**src/rtl/control_sequencer.sv**
```systemverilog
// SAP-1.5 microcode sequencer: fetch/execute step counter plus sticky HALT.
// Build option ILLEGAL_OPCODE_TRAP_EN traps opcodes A-D into HALT with illegal_op.
module control_sequencer #(
    parameter int OPCODE_WIDTH = 4,
    parameter int STEP_WIDTH   = 3
) (
    input  logic                    clk,
    input  logic                    reset,
    input  logic [OPCODE_WIDTH-1:0] opcode,
    input  logic                    flag_zero,
    input  logic                    flag_carry,
    output logic                    oe_pc,
    output logic                    load_pc,
    output logic                    pc_enable,
    output logic                    load_mar,
    output logic                    oe_ram,
    output logic                    load_ram,
    output logic                    load_ir,
    output logic                    oe_ir,
    output logic                    load_a,
    output logic                    oe_a,
    output logic                    load_b,
    output logic                    oe_alu,
    output logic                    alu_sub,
    output logic                    load_flags,
    output logic                    load_o,
    output logic                    halt,
`ifdef ILLEGAL_OPCODE_TRAP_EN
    output logic                    illegal_op,
`endif
    output logic [STEP_WIDTH-1:0]   micro_step
);

    localparam logic [OPCODE_WIDTH-1:0] OP_LDA = OPCODE_WIDTH'(4'h1);
    localparam logic [OPCODE_WIDTH-1:0] OP_LDB = OPCODE_WIDTH'(4'h2);
    localparam logic [OPCODE_WIDTH-1:0] OP_ADD = OPCODE_WIDTH'(4'h3);
    localparam logic [OPCODE_WIDTH-1:0] OP_SUB = OPCODE_WIDTH'(4'h4);
    localparam logic [OPCODE_WIDTH-1:0] OP_STA = OPCODE_WIDTH'(4'h5);
    localparam logic [OPCODE_WIDTH-1:0] OP_LDI = OPCODE_WIDTH'(4'h6);
    localparam logic [OPCODE_WIDTH-1:0] OP_JMP = OPCODE_WIDTH'(4'h7);
    localparam logic [OPCODE_WIDTH-1:0] OP_JC  = OPCODE_WIDTH'(4'h8);
    localparam logic [OPCODE_WIDTH-1:0] OP_JZ  = OPCODE_WIDTH'(4'h9);
    localparam logic [OPCODE_WIDTH-1:0] OP_ILO = OPCODE_WIDTH'(4'hA);
    localparam logic [OPCODE_WIDTH-1:0] OP_IHI = OPCODE_WIDTH'(4'hD);
    localparam logic [OPCODE_WIDTH-1:0] OP_OUT = OPCODE_WIDTH'(4'hE);
    localparam logic [OPCODE_WIDTH-1:0] OP_HLT = OPCODE_WIDTH'(4'hF);

    typedef enum logic [2:0] {
        S_T0   = 3'd0,
        S_T1   = 3'd1,
        S_T2   = 3'd2,
        S_T3   = 3'd3,
        S_T4   = 3'd4,
        S_HALT = 3'd5
    } state_t;

    state_t state;
    state_t next_state;
    logic   halt_op;

`ifdef ILLEGAL_OPCODE_TRAP_EN
    logic illegal_opc;
    logic illegal_q;

    assign illegal_opc = (opcode >= OP_ILO) && (opcode <= OP_IHI);
    assign halt_op     = (opcode == OP_HLT) || illegal_opc;

    // Rises on the same edge that enters HALT.
    always_ff @(posedge clk) begin
        if (reset)
            illegal_q <= 1'b0;
        else if (state == S_T2 && illegal_opc)
            illegal_q <= 1'b1;
    end

    assign illegal_op = illegal_q & ~reset;
`else
    assign halt_op = (opcode == OP_HLT);
`endif

    always_ff @(posedge clk) begin
        if (reset)
            state <= S_T0;
        else
            state <= next_state;
    end

    always_comb begin
        next_state = state;
        oe_pc      = 1'b0;
        load_pc    = 1'b0;
        pc_enable  = 1'b0;
        load_mar   = 1'b0;
        oe_ram     = 1'b0;
        load_ram   = 1'b0;
        load_ir    = 1'b0;
        oe_ir      = 1'b0;
        load_a     = 1'b0;
        oe_a       = 1'b0;
        load_b     = 1'b0;
        oe_alu     = 1'b0;
        alu_sub    = 1'b0;
        load_flags = 1'b0;
        load_o     = 1'b0;
        halt       = 1'b0;
        micro_step = STEP_WIDTH'(state);

        unique case (state)
            S_T0: begin
                oe_pc      = 1'b1;
                load_mar   = 1'b1;
                next_state = S_T1;
            end
            S_T1: begin
                oe_ram     = 1'b1;
                load_ir    = 1'b1;
                pc_enable  = 1'b1;
                next_state = S_T2;
            end
            S_T2: begin
                next_state = S_T0;
                case (opcode)
                    OP_LDA, OP_LDB, OP_ADD, OP_SUB, OP_STA: begin
                        oe_ir      = 1'b1;
                        load_mar   = 1'b1;
                        next_state = S_T3;
                    end
                    OP_LDI: begin
                        oe_ir  = 1'b1;
                        load_a = 1'b1;
                    end
                    OP_JMP: begin
                        oe_ir   = 1'b1;
                        load_pc = 1'b1;
                    end
                    OP_JC: begin
                        oe_ir   = flag_carry;
                        load_pc = flag_carry;
                    end
                    OP_JZ: begin
                        oe_ir   = flag_zero;
                        load_pc = flag_zero;
                    end
                    OP_OUT: begin
                        oe_a   = 1'b1;
                        load_o = 1'b1;
                    end
                    default: ;
                endcase
                if (halt_op)
                    next_state = S_HALT;
            end
            S_T3: begin
                next_state = S_T0;
                case (opcode)
                    OP_LDA: begin
                        oe_ram = 1'b1;
                        load_a = 1'b1;
                    end
                    OP_LDB: begin
                        oe_ram = 1'b1;
                        load_b = 1'b1;
                    end
                    OP_ADD, OP_SUB: begin
                        oe_ram     = 1'b1;
                        load_b     = 1'b1;
                        next_state = S_T4;
                    end
                    OP_STA: begin
                        oe_a     = 1'b1;
                        load_ram = 1'b1;
                    end
                    default: ;
                endcase
            end
            S_T4: begin
                oe_alu     = 1'b1;
                load_a     = 1'b1;
                load_flags = 1'b1;
                alu_sub    = (opcode == OP_SUB);
                next_state = S_T0;
            end
            S_HALT: begin
                halt       = 1'b1;
                micro_step = '0;
            end
            default: next_state = S_T0;
        endcase

        // Reset kills every strobe of the instruction in flight.
        if (reset) begin
            oe_pc      = 1'b0;
            load_pc    = 1'b0;
            pc_enable  = 1'b0;
            load_mar   = 1'b0;
            oe_ram     = 1'b0;
            load_ram   = 1'b0;
            load_ir    = 1'b0;
            oe_ir      = 1'b0;
            load_a     = 1'b0;
            oe_a       = 1'b0;
            load_b     = 1'b0;
            oe_alu     = 1'b0;
            alu_sub    = 1'b0;
            load_flags = 1'b0;
            load_o     = 1'b0;
            halt       = 1'b0;
            micro_step = '0;
        end
    end

endmodule

```
**config.mk**
```make
export PLATFORM = sky130hd
export DESIGN_NAME = control_sequencer
export DESIGN_NICKNAME = d
export VERILOG_FILES = /design/src/rtl/control_sequencer.sv
export SDC_FILE = /design/constraint.sdc
export NUM_CORES = 1
export LEC_CHECK = 0
export ABC_AREA = 1
export CAP_MARGIN = 20
export CORE_AREA = 2 2 39 41
export DETAILED_ROUTE_END_ITERATION = 10
export DIE_AREA = 0 0 41 43
export MAX_ROUTING_LAYER = met4
export PLACE_DENSITY = 0.8
export SETUP_SLACK_MARGIN = 0.15
export SLEW_MARGIN = 20
export SYNTH_ARGS = -nofsm -noshare
export SYNTH_HDL_FRONTEND = slang
export SYNTH_SLANG_ARGS = --single-unit
```
**constraint.sdc**
```tcl
create_clock -name clk -period 3.2 [get_ports clk]
set_input_delay 0.8 -clock clk [delete_from_list [all_inputs] [get_ports clk]]
set_output_delay 0.8 -clock clk [all_outputs]
set_load 0.03 [all_outputs]
```
# Word level (Yosys, flattened, before mapping)
# Index checks and enable logic that the tools add are counted.
op_classes:
  eq_ne: 16
  mux: 43
  reduce_logical: 6
ops:
  columns: ["operator", "n"]
  rows:
  - ["$mux W1", 31]
  - ["$eq A4 B3 Y1 const B", 4]
  - ["$eq A4 B4 Y1 const B", 4]
  - ["$pmux W3 S5", 1]
  - ["$mux W3", 4]
  - ["$pmux W1 S3", 3]
  - ["$eq A4 B2 Y1 const B", 2]
  - ["$reduce_or A7 Y1", 1]
  - ["$eq A3 B2 Y1 const B", 2]
  - ["$eq A3 B3 Y1 const B", 2]
  - ["$pmux W1 S2", 3]
  - ["$reduce_or A5 Y1", 1]
  - ["$eq A4 B1 Y1 const B", 1]
  - ["$reduce_or A4 Y1", 1]
  - ["$eq A3 B1 Y1 const B", 1]
  - ["$logic_not A3 Y1", 1]
  - ["$reduce_or A3 Y1", 1]
  - ["$mux W2", 1]
  - ["$reduce_or A2 Y1", 1]
word_totals:
  regBits: 3
  input_bits: 8
  output_inout_bits: 19
  wordCells: 66

# Logic depth before layout (Yosys ltp)
# Gate-level depths: netlist of run 1.
logic_depth:
  ltp_word: 5
  ltp_mapped: 8
  depth_no_buf: 8

# Worst setup path before layout of run 1
# Ideal clock, no wire load.
synth_timing:
  path_type: "in2out"
  startpoint: "input reset"
  endpoint: "output oe_alu"
  arrival_time_ps: 1710
  t_required_ps: 2400
  setup_slack_ps: 690
  cell_stages: 3
  path_buffers: 2
  cell_sequence: "buf_1 nor2_1 buf_4"
synth_between:
  elab_chain_cells: 1
synth_rtl:
  columns: ["item", "line_no", "rtl"]
  rows:
  - ["start: declaration", "8", "input logic reset,"]
  - ["$mux W1", null, null]
  - ["end: declaration", "23", "output logic oe_alu,"]
# No other way between the ends.

# Final worst setup path of run 1
layout_timing:
  startpoint: "input reset"
  endpoint: "output oe_pc"
layout_between:
  elab_chain_cells: 1
layout_rtl:
  columns: ["item", "line_no", "rtl"]
  rows:
  - ["$mux W1", "191", "if (reset) begin"]
  - ["end: declaration", "12", "output logic oe_pc,"]
# No other way between the ends.

==> results.json, run 1 <==
{
  "run_status": "complete, no violations",
  "fillers": 135,
  "finalSetupViolCount": 0,
  "ioPinCount": 27,
  "insertion_delay_ns": 0.24,
  "largest_reg_flops": 3,
  "chipWidth_um": 41,
  "start_kind": "input port",
  "root_buffer": "clkbuf_4",
  "synth_top_area_share_pct": 18.2,
  "grt_max_degree": 9,
  "reg.largest.list": "state: 3 flops",
  "peakVddDrop_mv": 0.264,
  "grt_pass1_wl_um": 2030,
  "endpoint_kind": "primary output",
  "grt_pass1_vias": 515,
  "ys.warnings.count": 0,
  "finalNetCount": 129,
  "firstDrtPassIters": 4,
  "initial_utilization_pct": 34.3,
  "required_ns": 2.40,
  "htreeDepth": 1,
  "vias": 650,
  "grtUsageTotal_pct": 16.7,
  "synth_area_leader_cell": "nand2_1",
  "worst_pin_slew_ns": 0.315,
  "relSlewSlack_pct": 79.0,
  "hp-class": "reg -> reg",
  "rows": 14,
  "drv_cap": 0,
  "final.setup.tns_ns": 0,
  "routed_via_density": 4.78,
  "hold_viol": 0,
  "clock_skew_ns": 0.00455,
  "drt_iter0_markers": 34,
  "synth_xor_area_share_pct": 0,
  "fmax_mhz": 335,
  "regMostFlops": "state",
  "pre_cts_slack_ns": 0.110,
  "num_antenna_cells": 0,
  "cts_tree": "yes",
  "die-area_um2": 1760,
  "overflow": 0,
  "area_growth_pct": 58.8,
  "dp_hpwl_um": 1050,
  "yosysSeqAreaShare_pct": 12.7,
  "timing.final.ws_setup_ns": 0.218,
  "drt_wl_total_um": 1270,
  "crit_arrival_ns": 2.18,
  "synth_seq_cells": 3,
  "synth_top_family_by_area": "simple AND/OR/NAND/NOR gates",
  "yosys.cell_types.count": 19,
  "synthesis.nets": 100,
  "p_per_area_nw_per_um2": 290,
  "synth_mux_area_share_pct": 0,
  "clock_path_buffers": 2,
  "mostFrequentLayoutCells": "nand2_1 (23), inv_1 (16), nor2_1 (15)",
  "gp_congestion": 0.813,
  "synthAdderAreaFrac_pct": 0,
  "netlist_instances": 92,
  "slew_viol_final": 0,
  "die_y_um": 43,
  "synth.area.top_cells": "nand2_1 (18%), nor2_1 (14%), dfxtp_1 (13%)",
  "worst-path-max-fanout": 8,
  "cts.hold.buffers_added": 0,
  "antenna_found_initial": 0,
  "synthesis.area_um2": 474,
  "critPathKind": "in -> out",
  "clk_pin_slew_ns": 0.04,
  "drc": 0,
  "synth-simple-area-share_pct": 55.1,
  "period_share_pct": 93.2,
  "synth_compound_area_share_pct": 13.2,
  "ant_nets": 0,
  "avgSynthCellArea_um2": 5.15,
  "cts_made_buffers": 3,
  "drive_gt1_share_pct": 26.7,
  "rsz0062_at_grt": "no",
  "coreArea_um2": 1380,
  "io_buffers": 26,
  "period_needed_ns": 2.98,
  "leakagePower_nw": 0.438,
  "wl_per_cell_um": 9.32,
  "cts_sinks": 3,
  "final_common_cell": "nand2_1"
}
per-stage QoR:
step	hold slack, ns	instances	utilization, %	area [um2]	power, mW
after global placement	0.658	132	51.4	711	0.148
after global routing	0.725	136	54.4	753	0.235
after detailed placement	0.661	132	51.4	711	0.149
final	0.663	136	54.4	753	0.218
after CTS	0.671	136	53.2	736	0.220
after floorplan	0.619	92	-	474	0.114
path summary, 6_finish.rpt:
check / startpoint / endpoint / slack, ns / depth (start not counted)
max reg2reg: state[2] / state[0] / 2.13 / 7
min reg2reg: state[1] / state[2] / 0.66 / 4
min: state[1] / state[2] / 0.66 / 4
max: reset / oe_pc / 0.22 / 3
final cells by class:
| cell class | instances | area, um2 | share of cell area, % |
|---|---|---|---|
| clock buffers | 4 | 26.3 | 3.49 |
| inverters | 19 | 71.3 | 9.47 |
| multi-input cells | 67 | 332 | 44.0 |
| flip-flops and latches | 3 | 60.1 | 7.97 |
| well taps | 16 | 20.0 | 2.66 |
| repair buffers | 27 | 244 | 32.4 |
cells by family after synthesis:
logic type / after synthesis
simple gates: 56
buf+inv: 22
compound gates: 11
flops: 3
layer usage:
layer  part of all wire [%]  track usage, %  vias up
li1                       -               -      335
met1                     43            24.4      285
met2                     47            22.2       28
met3                    9.5            3.14        2
met4                   0.47            6.00        0
met5                      0               -        -
critical path: stages:
cell and delay [ns]:
clkdlybuf4s50_1 0.53, nor2_1 0.17, clkdlybuf4s50_1 0.68
cells in the mapped netlist:
cell type and count:
nand2_1 23, dfxtp_1 3, nor2_2 2, nor3_1 2, nor2_1 18, buf_4 2, o21ai_2 1, a31oi_1 1
a21oi_1 5, inv_2 3, nand3_2 2, o21ai_1 3, nand3_1 5, nor3_4 1, a21boi_1 1, inv_1 16
nand2_2 2, nor2_4 1, buf_1 1
what timing repair did:
item	in CTS	in global routing
setup endpoints to repair	1	6
buffers inserted	0	0
gates resized for setup	1	7
where the power goes:
group	internal [mW]	total (mW)	switching, mW
logic	0.0383	0.103	0.0652
registers	0.0412	0.0463	0.00506
clock network	0.0468	0.0684	0.0215
Note: power is estimated with default switching activity, not from simulation.
==> inputs of run 2 (changes only) <==
--- a/config.mk
+++ b/config.mk
@@ -5,13 +5,13 @@
 export SDC_FILE = /design/constraint.sdc
 export NUM_CORES = 1
 export LEC_CHECK = 0
-export ABC_AREA = 1
 export CAP_MARGIN = 20
 export CORE_AREA = 2 2 39 41
+export CTS_CLUSTER_DIAMETER = 30
 export DETAILED_ROUTE_END_ITERATION = 10
 export DIE_AREA = 0 0 41 43
 export MAX_ROUTING_LAYER = met4
-export PLACE_DENSITY = 0.8
+export PLACE_DENSITY = 0.81
 export SETUP_SLACK_MARGIN = 0.15
 export SLEW_MARGIN = 20
 export SYNTH_ARGS = -nofsm -noshare
==> run 2 against run 1 <==
Clock power hardly changed. Critical endpoint is now oe_a. Hold slack worse by 0.0080 ns. Critical path depth up 2. Final cell count is 13% lower. Global-route usage is 2.4 points higher. Area after synthesis grew 4.7%. Sequential power increased by 3%.
==> results.json, run 2 <==
{
  "slowest_stage": "or4b_4",
  "drc": 0,
  "cts_made_buffers": 3,
  "top_usage_layer": "met2",
  "drive_gt1_share_pct": 38.2,
  "avgSynthCellArea_um2": 6.80,
  "grtUsageTotal_pct": 19.1,
  "grtUsageMet3_pct": 3.14,
  "endpoint_kind": "primary output",
  "finalSetupViolCount": 0,
  "rsz0062_at_grt": "no",
  "synthesis.area_um2": 497,
  "cp_top_family": "simple AND/OR/NAND/NOR gates",
  "root_buffer": "clkbuf_4",
  "synthesis.nets": 81,
  "coreArea_um2": 1380,
  "fmax_mhz": 331,
  "chipWidth_um": 41,
  "leakagePower_nw": 0.366,
  "period_needed_ns": 3.02,
  "relSlewSlack_pct": 72.6,
  "insertion_delay_ns": 0.24,
  "crit_arrival_ns": 2.22,
  "period_share_pct": 94.3,
  "yosysSeqAreaShare_pct": 12.1,
  "area_growth_pct": 60.7,
  "hp-class": "reg -> reg",
  "synth_edf_count": 0,
  "synthMostInstantiatedCell": "clkbuf_1",
  "wl_per_cell_um": 12.2,
  "firstDrtPassIters": 5,
  "synth_area_leader_cell": "dfxtp_1",
  "multi_input_area_um2": 392,
  "drt_wl_total_um": 1440,
  "yosys.cell_types.count": 37,
  "cts.hold.buffers_added": 0,
  "cts_sinks": 3,
  "synth.area.top_cells": "dfxtp_1 (12%), nor2b_1 (6.3%), a21oi_1 (5.0%)",
  "io_buffers": 26,
  "hold_viol": 0,
  "post-cts-setup-buffers": 0,
  "p_total_uw": 201,
  "synth_top_family_by_area": "simple AND/OR/NAND/NOR gates",
  "netlist_instances": 73,
  "rows": 14,
  "peakVddDrop_mv": 0.155,
  "clock_skew_ns": 0.00520,
  "grt_pass1_vias": 565,
  "ant_nets": 0,
  "place_area_um2": 762,
  "synth_top_area_share_pct": 12.1,
  "grt_pass1_wl_um": 2280,
  "num_antenna_cells": 0,
  "drv_cap": 0,
  "clock_path_buffers": 2,
  "run_status": "complete, no violations",
  "worst_pin_slew_ns": 0.411,
  "required_ns": 2.40,
  "clk_pin_slew_ns": 0.04,
  "synth_compound_area_share_pct": 20.7,
  "worst-path-max-fanout": 2,
  "synthAdderAreaFrac_pct": 0,
  "use_met1_pct": 20.8,
  "regMostFlops": "state",
  "seq_area_um2": 60.1,
  "largest_reg_flops": 3,
  "synth_mux_area_share_pct": 2.27,
  "p_per_area_nw_per_um2": 252,
  "path_buf_inv": 2,
  "start_kind": "input port",
  "finalNetCount": 111,
  "dp_hpwl_um": 1100,
  "mostFrequentLayoutCells": "buf_4 (26), nor2b_1 (5), nand2_1 (5), clkdlybuf4s50_1 (5)",
  "slew_viol_final": 0,
  "ys.warnings.count": 0,
  "reg.largest.list": "state: 3 flops",
  "async_flop_share_pct": 0,
  "fillers": 146,
  "max_stage_delay_ns": 0.53,
  "routed_via_density": 5.28,
  "vias": 623,
  "final_common_cell": "buf_4",
  "synth_commonest_cells": "clkbuf_1 (6), a21oi_1 (5), nand2_1 (5), nor2b_1 (5), nor2_1 (4)",
  "synth-main-ff-cell": "dfxtp_1",
  "critical_path.cell_chain": "buf_6 > or4b_4 > or4b_4 > a21oi_2 > buf_6",
  "ioPinCount": 27,
  "synth-simple-area-share_pct": 51.9,
  "gp_congestion": 0.875,
  "synth_seq_cells": 3,
  "pre_cts_slack_ns": -0.112,
  "grt_max_degree": 14,
  "design_area_um2": 798,
  "critPathKind": "in -> out",
  "overflow": 0,
  "die-area_um2": 1760,
  "antenna_found_initial": 0,
  "synth_xor_area_share_pct": 0,
  "gr-usage-met2_pct": 32.2,
  "initial_utilization_pct": 35.9,
  "drt_iter0_markers": 11,
  "cts_tree": "yes",
  "final.setup.tns_ns": 0,
  "htreeDepth": 1,
  "die_y_um": 43,
  "timing.final.ws_setup_ns": 0.182
}
-- run 2: changes by cell type in the layout (fill, tap and decap cells not counted), sizes merged, moves of 3 or more --
cell           delta
nand2            -20
nor2             -17
inv              -16
buf              +14
nor2b             +5
nand3             -4
and3              +3
clkdlybuf4s50     -3
dlymetal6s2s      -3
o21ai             -3
-- run 2: logic make-up (layout without fill, tap and decap cells) --
group                  Yosys count  after routing
AND/OR/NAND/NOR                 41             41
AO/OA/AOI/OAI                   15             15
buffers and inverters           13             42
flip-flops                       3              3
multiplexers                     1              1
-- run 2: worst register-to-register path, stage by stage, from the launching register on --
cell	delay, ns
dfxtp_1	0.56
or4b_4	0.53
buf_4	0.17
o221ai_1	0.19
-- run 2: metrics by stage --
| step | hold slack [ns] | util [%] | cells |
|---|---|---|---|
| after global placement | 0.634 | 55.1 | 114 |
| after detailed placement | 0.634 | 55.1 | 114 |
| after CTS | 0.652 | 57.5 | 118 |
| after floorplan | 0.560 | - | 73 |
| final | 0.655 | 57.7 | 118 |
| after global routing | 0.681 | 57.7 | 118 |
-- run 2: final cells by class --
cell class | count | area share, %
multi-input combinational | 57 | 49.1
timing repair buffer | 35 | 36.2
sequential | 3 | 7.52
clock buffer | 4 | 3.29
tap | 16 | 2.51
inverter | 3 | 1.41
-- run 2: worst paths after layout --
check              to     start  cells after the start  slack [ns]
max              oe_a     reset                      5        0.18
min          state[1]  state[2]                      1        0.66
max reg2reg  state[2]  state[1]                      3        1.67
min reg2reg  state[1]  state[2]                      1        0.66
-- run 2: power breakdown --
part | leakage [nW] | switching (mW) | internal [mW] | total, mW
clock network | 0.0150 | 0.0218 | 0.0469 | 0.0686
logic | 0.327 | 0.0448 | 0.0401 | 0.0850
registers | 0.0247 | 0.00737 | 0.0403 | 0.0476
-- run 2: routing by layer --
| layer | vias to the layer above | routed length [um] |
|---|---|---|
| li1 | 323 | - |
| met1 | 281 | 627 |
| met2 | 17 | 741 |
| met3 | 2 | 56 |
| met4 | 0 | 17 |
| met5 | - | 0 |
-- run 2: what timing repair did --
| item | in CTS | in global routing |
|---|---|---|
| endpoints found under the hold margin | 0 | 0 |
| pin swaps | 3 | 1 |
| gates cloned | 0 | 0 |
| setup endpoints to repair | 5 | 3 |
| resized for setup | 8 | 1 |
==> inputs of run 3 (changes only) <==
--- a/config.mk
+++ b/config.mk
@@ -10,6 +10,7 @@
 export CTS_CLUSTER_DIAMETER = 30
 export DETAILED_ROUTE_END_ITERATION = 10
 export DIE_AREA = 0 0 41 43
+export GPL_ROUTABILITY_DRIVEN = 0
 export MAX_ROUTING_LAYER = met4
 export PLACE_DENSITY = 0.81
 export SETUP_SLACK_MARGIN = 0.15
==> results of run 3 <==
Final layout, timing and power as in run 2 (identical DEF).
